==> src/rtl/multi_pulse_sequencer.sv <==
// multi_pulse_sequencer: RF shot sequencer (pulse/gap pairs, receive window, repeats)
// with rising-edge start, level abort and fully registered outputs.
module multi_pulse_sequencer #(
   parameter int NUM_PULSES = 4,
   parameter int TW = 32,
   parameter int PW = 2
) (
   input  logic                     clk,
   input  logic                     rst_n,
   input  logic                     RF_signal_valid,
   input  logic [NUM_PULSES*TW-1:0] pulse_len,
   input  logic [NUM_PULSES*TW-1:0] gap_len,
   input  logic [NUM_PULSES*PW-1:0] pulse_phase,
   input  logic [TW-1:0]            rec_len,
   input  logic [15:0]              rep_count,
   input  logic [TW-1:0]            rep_delay,
   output logic [PW-1:0]            TX_active_phase,
   output logic                     amp_enable,
   output logic                     ADC_enable,
   output logic                     busy,
   output logic                     shot_done,
   output logic                     seq_done
);
   localparam int SEGS = 2*NUM_PULSES+1;
   localparam int SW = $clog2(SEGS+1);
   localparam logic [2:0] S_IDLE = 3'd0, S_LOAD = 3'd1, S_PULSE = 3'd2,
                          S_GAP = 3'd3, S_REC = 3'd4, S_REPDLY = 3'd5;
   logic [2:0]                r_state, w_nstate;
   logic [TW-1:0]             r_cnt, w_ncnt;
   logic [SW-1:0]             r_seg, w_nseg, w_first, w_next, w_tgt;
   logic [15:0]               r_shot, w_nshot, w_reps;
   logic                      r_empty, w_nempty, r_prev, w_sd, w_qd, w_begin, w_end, w_last, w_trig;
   logic [NUM_PULSES*TW-1:0]  r_plen, r_glen;
   logic [NUM_PULSES*PW-1:0]  r_ph;
   logic [TW-1:0]             r_rec, r_rdly;
   logic [15:0]               r_rep;
   logic [SEGS-1:0][TW-1:0]   w_len;
   logic [SW-2:0]             w_pidx;
   logic [PW-1:0]             r_txph;
   logic                      r_amp, r_adc, r_busy, r_sd, r_qd;
   // Segment s: even = pulse s/2, odd = gap s/2, last = receive window.
   function automatic logic [SW-1:0] first_from(input logic [SEGS-1:0][TW-1:0] len,
                                                input logic [SW-1:0] start);
      first_from = SW'(SEGS);
      for (int k = SEGS-1; k >= 0; k--)
         if (SW'(k) >= start && len[k] != '0) first_from = SW'(k);
   endfunction
   function automatic logic [2:0] seg_state(input logic [SW-1:0] s);
      seg_state = (s == SW'(SEGS-1)) ? S_REC : s[0] ? S_GAP : S_PULSE;
   endfunction
   always_comb begin
      for (int i = 0; i < NUM_PULSES; i++) begin
         w_len[2*i]   = r_plen[i*TW +: TW];
         w_len[2*i+1] = r_glen[i*TW +: TW];
      end
      w_len[SEGS-1] = r_rec;
   end
   assign w_first = first_from(w_len, '0);
   assign w_next  = first_from(w_len, r_seg + SW'(1));
   assign w_reps  = (r_rep == '0) ? 16'd1 : r_rep;
   assign w_last  = (r_shot == w_reps - 16'd1);
   assign w_trig  = (r_state == S_IDLE) && RF_signal_valid && !r_prev;
   always_comb begin
      w_nstate = r_state;
      w_ncnt   = r_cnt - 1'b1;
      w_nseg   = r_seg;
      w_nshot  = r_shot;
      w_nempty = r_empty;
      w_sd     = 1'b0;
      w_qd     = 1'b0;
      w_tgt    = SW'(SEGS);
      w_begin  = 1'b0;
      w_end    = 1'b0;
      if (r_state == S_IDLE) begin
         w_ncnt = '0;
         if (w_trig) begin
            w_nstate = S_LOAD;
            w_nshot  = '0;
         end
      end else if (!RF_signal_valid) begin
         w_nstate = S_IDLE;
         w_ncnt   = '0;
      end else if (r_state == S_LOAD) begin
         w_begin = 1'b1;
      end else if (r_cnt == TW'(1)) begin
         if (r_state == S_REPDLY) begin
            w_end   = r_empty;
            w_begin = !r_empty;
         end else if (w_next != SW'(SEGS)) begin
            w_tgt = w_next;
         end else begin
            w_end = 1'b1;
         end
      end
      if (w_end) begin
         w_sd = 1'b1;
         if (w_last) begin
            w_nstate = S_IDLE;
            w_ncnt   = '0;
            w_qd     = 1'b1;
         end else begin
            w_nshot = r_shot + 16'd1;
            if (r_rdly != '0) begin
               w_nstate = S_REPDLY;
               w_ncnt   = r_rdly;
               w_nempty = 1'b0;
            end else begin
               w_begin = 1'b1;
            end
         end
      end
      // A shot with no non-zero segment still occupies one dead cycle.
      if (w_begin) begin
         if (w_first != SW'(SEGS)) begin
            w_tgt = w_first;
         end else begin
            w_nstate = S_REPDLY;
            w_ncnt   = TW'(1);
            w_nempty = 1'b1;
         end
      end
      if (w_tgt != SW'(SEGS)) begin
         w_nseg   = w_tgt;
         w_ncnt   = w_len[w_tgt];
         w_nstate = seg_state(w_tgt);
      end
   end
   assign w_pidx = w_nseg[SW-1:1];
   always_ff @(posedge clk or negedge rst_n) begin
      if (!rst_n) begin
         r_state <= S_IDLE;
         r_cnt   <= '0;
         r_seg   <= '0;
         r_shot  <= '0;
         r_empty <= 1'b0;
         r_prev  <= 1'b0;
         r_plen  <= '0;
         r_glen  <= '0;
         r_ph    <= '0;
         r_rec   <= '0;
         r_rep   <= '0;
         r_rdly  <= '0;
         r_txph  <= '0;
         r_amp   <= 1'b0;
         r_adc   <= 1'b0;
         r_busy  <= 1'b0;
         r_sd    <= 1'b0;
         r_qd    <= 1'b0;
      end else begin
         r_prev  <= RF_signal_valid;
         r_state <= w_nstate;
         r_cnt   <= w_ncnt;
         r_seg   <= w_nseg;
         r_shot  <= w_nshot;
         r_empty <= w_nempty;
         r_amp   <= (w_nstate == S_PULSE);
         r_txph  <= (w_nstate == S_PULSE) ? r_ph[w_pidx*PW +: PW] : '0;
         r_adc   <= (w_nstate == S_REC);
         r_busy  <= (w_nstate != S_IDLE);
         r_sd    <= w_sd;
         r_qd    <= w_qd;
         if (w_trig) begin
            r_plen <= pulse_len;
            r_glen <= gap_len;
            r_ph   <= pulse_phase;
            r_rec  <= rec_len;
            r_rep  <= rep_count;
            r_rdly <= rep_delay;
         end
      end
   end
   assign TX_active_phase = r_txph;
   assign amp_enable      = r_amp;
   assign ADC_enable      = r_adc;
   assign busy            = r_busy;
   assign shot_done       = r_sd;
   assign seq_done        = r_qd;
endmodule

==> config.mk <==
export PLATFORM = sky130hd
export DESIGN_NAME = multi_pulse_sequencer
export DESIGN_NICKNAME = d
export VERILOG_FILES = /design/src/rtl/multi_pulse_sequencer.sv
export SDC_FILE = /design/constraint.sdc
export NUM_CORES = 1
export LEC_CHECK = 0
export ABC_AREA = 1
export CORE_ASPECT_RATIO = 1.75
export CORE_UTILIZATION = 25
export DETAILED_ROUTE_END_ITERATION = 10
export PLACE_DENSITY = 0.42
export SYNTH_ARGS = -nofsm -noshare
export SYNTH_HDL_FRONTEND = slang
export SYNTH_SLANG_ARGS = --single-unit
==> constraint.sdc <==
create_clock -name clk -period 5.8 [get_ports clk]
set_input_delay 0.87 -clock clk [delete_from_list [all_inputs] [get_ports clk]]
set_output_delay 0.87 -clock clk [all_outputs]
set_load 0.02 [all_outputs]
==> impl_metrics.csv <==
group,metric,value,unit
outcome,status,"finished clean",
critical_path,arrival,5.34,ns
placement,post-place-cells,4617,
sta,fin_crit,4.841,ns
finish,final_cells,4698,
synth,synth-edff-count,0,
finish,antenna_cells,0,
floorplan,initial_core_util,25.23,%
run,cap_violations,0,
critical_path,path_class,"flip-flop to flip-flop",
synth,avgSynthCellArea,6.873,um2
pwr,pwr_density_cell,500.8,nW/um2
critical_path,path_common_cell,"nand2_1",
finish,area_delta_synth_final,28.26,%
finish,layout_commonest_cell,"nand2_1",
clock_tree,clkLatencyLatePin,0.62,ns
pwr,power.total,14.25,mW
placement,hpwl,72.97,mm
placement,place_area,26860,um2
synth,netlist_top_cells_area,"dfrtp_1 (46%), nand2_1 (28%), nand3_1 (7.1%)",
critical_path,end_kind,"flip-flop",
worst_hold_path,holdCritPathClass,"input port to async pin",
clock_tree,cts_max_level,2,
pwr,max-vdd-ir-drop,0.2134,mV
synth,synthArstFlopShare,100.0,%
drt,final_antenna_net_count,0,
sta,setup_ws,0.9586,ns
finish,final_core_util,32.36,%
synth,yosys_warnings,0,
finish,nets,3851,
pwr,leakage,13.83,nW
global_routing,grt_pass1_vias,21730,
sta,min_period_over_period,83.47,%
finish,drive_above_1_share,4.249,%
sta,relSlewSlack,34.54,%
sta,fin_worst_skew,0.04355,ns
synth,ys_dominant_reg_cell,"dfrtp_1",
global_routing,grt_max_degree,152,
finish,design_area,28460,um2
floorplan,die_y,396.1,um
floorplan,fp.dieW,227.2,um
global_routing,grt_use_total,21.28,%
clock_tree,clock_path_buffers,3,
critical_path,crit_slowest_cell,"dfrtp_1",
synth,post-synth-top-area-fraction,46.02,%
clock_tree,cts_root_buf,"clkbuf_16",
placement,place.gp.congestion,0.8949,
clock_tree,cts.clk_slew.worst_paths,0.06,ns
global_routing,antenna_found_initial,2,
finish,layout_common_cells,"nand2_1 (1641), dfrtp_1 (408), clkdlybuf4s50_1 (352)",
floorplan,fp-row-count,144,
critical_path,cpPeakStageDelay,0.43,ns
clock_tree,cts_tree,"built",
global_routing,grt_pass1_wl,142.2,mm
synth,seq_area_frac_synth,46.02,%
sta,setup_violations,0,
drt,drc,0,
drt,dr.pass1.iters,5,
clock_tree,clock-sinks,408,
sta,fin_tns_setup,0,ns
sta,grt_setup_unrepaired,"no",
synth,yosysUniqueCellTypes,49,
sta,worstMarginPinSlew,0.9819,ns
global_routing,overflow,0,
synth,syn_nets,3583,
clock_tree,cts_buffers,45,
drt,drtIter0Drc,1461,
floorplan,core_area,87920,um2
critical_path,reg2reg_slack,0.96,ns
critical_path,cp.required,6.30,ns
drt,num_vias,21590,
drt,avgRoutedWirePerCell,20.32,um
clock_tree,holdBufCountCts,0,
drt,vias_per_cell,4.595,
placement,port_buffers,353,
drt,routed_wirelength,95.47,mm
critical_path,start_kind,"flip-flop",
synth,synth.cell_area,22190,um2
sta,drv_slew,0,
placement,place_ws,0.9014,ns
critical_path,path_max_fanout,98,
synth,yosysTopAreaCell,"dfrtp_1",
synth,syn_inst,3228,
sta,max_freq,206.6,MHz
synth,synth_seq_cells,408,
sta,hold_viol,0,
clock_tree,cts_resized,0,
clock_tree,post-cts-setup-buffers,0,
sta,hold_slack,0.2961,ns
floorplan,dieArea,89990,um2
floorplan,ios,354,
-- final timing paths --
path                       startpoint                 end  cells after the start
setup reg to reg             r_rep[4]  TX_active_phase[0]                     27
setup / recovery             r_rep[4]  TX_active_phase[0]                     27
hold / removal                  rst_n           r_rdly[6]                      1
max in group asynchronous       rst_n          r_plen[26]                      2
min in group clk           r_glen[28]          r_glen[28]                      2
hold reg to reg            r_glen[28]          r_glen[28]                      2
-- layer usage --
| layer | track usage (%) | part of all wire (%) |
|---|---|---|
| met5 | 0 | 0.014 |
| met4 | 9.108 | 4.6 |
| met3 | 2.282 | 3.8 |
| met2 | 36.19 | 49 |
| met1 | 26.99 | 43 |
-- power breakdown --
group | switching, mW | internal (mW) | total [mW]
combinational | 3.74 | 1.90 | 5.64
clock | 1.31 | 1.86 | 3.18
sequential | 1.37 | 4.06 | 5.43
total | 6.43 | 7.82 | 14.3
-- cell type report --
| type | count | area, um2 |
|---|---|---|
| timing repair buffer | 384 | 3859 |
| inverter | 113 | 431.7 |
| sequential | 408 | 10210 |
| tap | 1168 | 1461 |
| clock buffer | 64 | 1328 |
| multi-input combinational | 2544 | 10900 |
| fill | 9810 | 59470 |
| clock inverter | 17 | 265.3 |
-- kinds of logic (layout without fill, tap and decap cells) --
kind of cell	Yosys count	in the layout	synth area share, %
and+or+nand+nor	2348	2348	43.30
AOI/OAI and AO/OA	150	150	3.739
xor gates and xnor gates	33	33	1.303
muxes	5	5	0.2256
buffers and inverters	276	578	4.963
DFF	408	408	46.02
adders and majority gates	8	8	0.4512
-- synth_stat cells, types with 8 or more instances --
cell type	n
o21ai_0	83
inv_2	10
clkbuf_1	114
dfrtp_1	408
inv_1	102
a21oi_1	36
nand3_1	315
o31ai_1	15
ha_1	8
xor2_1	24
buf_2	37
nand4_1	32
nand2_1	1642
nor3_1	48
nor4_1	23
nand3b_1	12
nor2_2	10
xnor2_1	9
nor2_1	242
-- critical path, delay by kind of cell, from the launching register on --
family,cells,cell delay (ns)
and+or+nand+nor,20,2.87
AOI/OAI and AO/OA,2,0.57
DFF,1,0.43
buffers and inverters,3,0.43
adders and majority gates,1,0.21
xor gates and xnor gates,1,0.18
-- registers in the layout, summed over array words and instances (netlist names) --
register and cells:
ADC_enable 1, TX_active_phase 2, amp_enable 1, busy 1, r_cnt 32, r_empty 1
r_glen 128, r_ph 8, r_plen 128, r_prev 1, r_rdly 32, r_rec 32
r_rep 16, r_seg 4, r_shot 16, r_state 3, seq_done 1, shot_done 1
No activity file was read; power rests on OpenSTA's default activity.
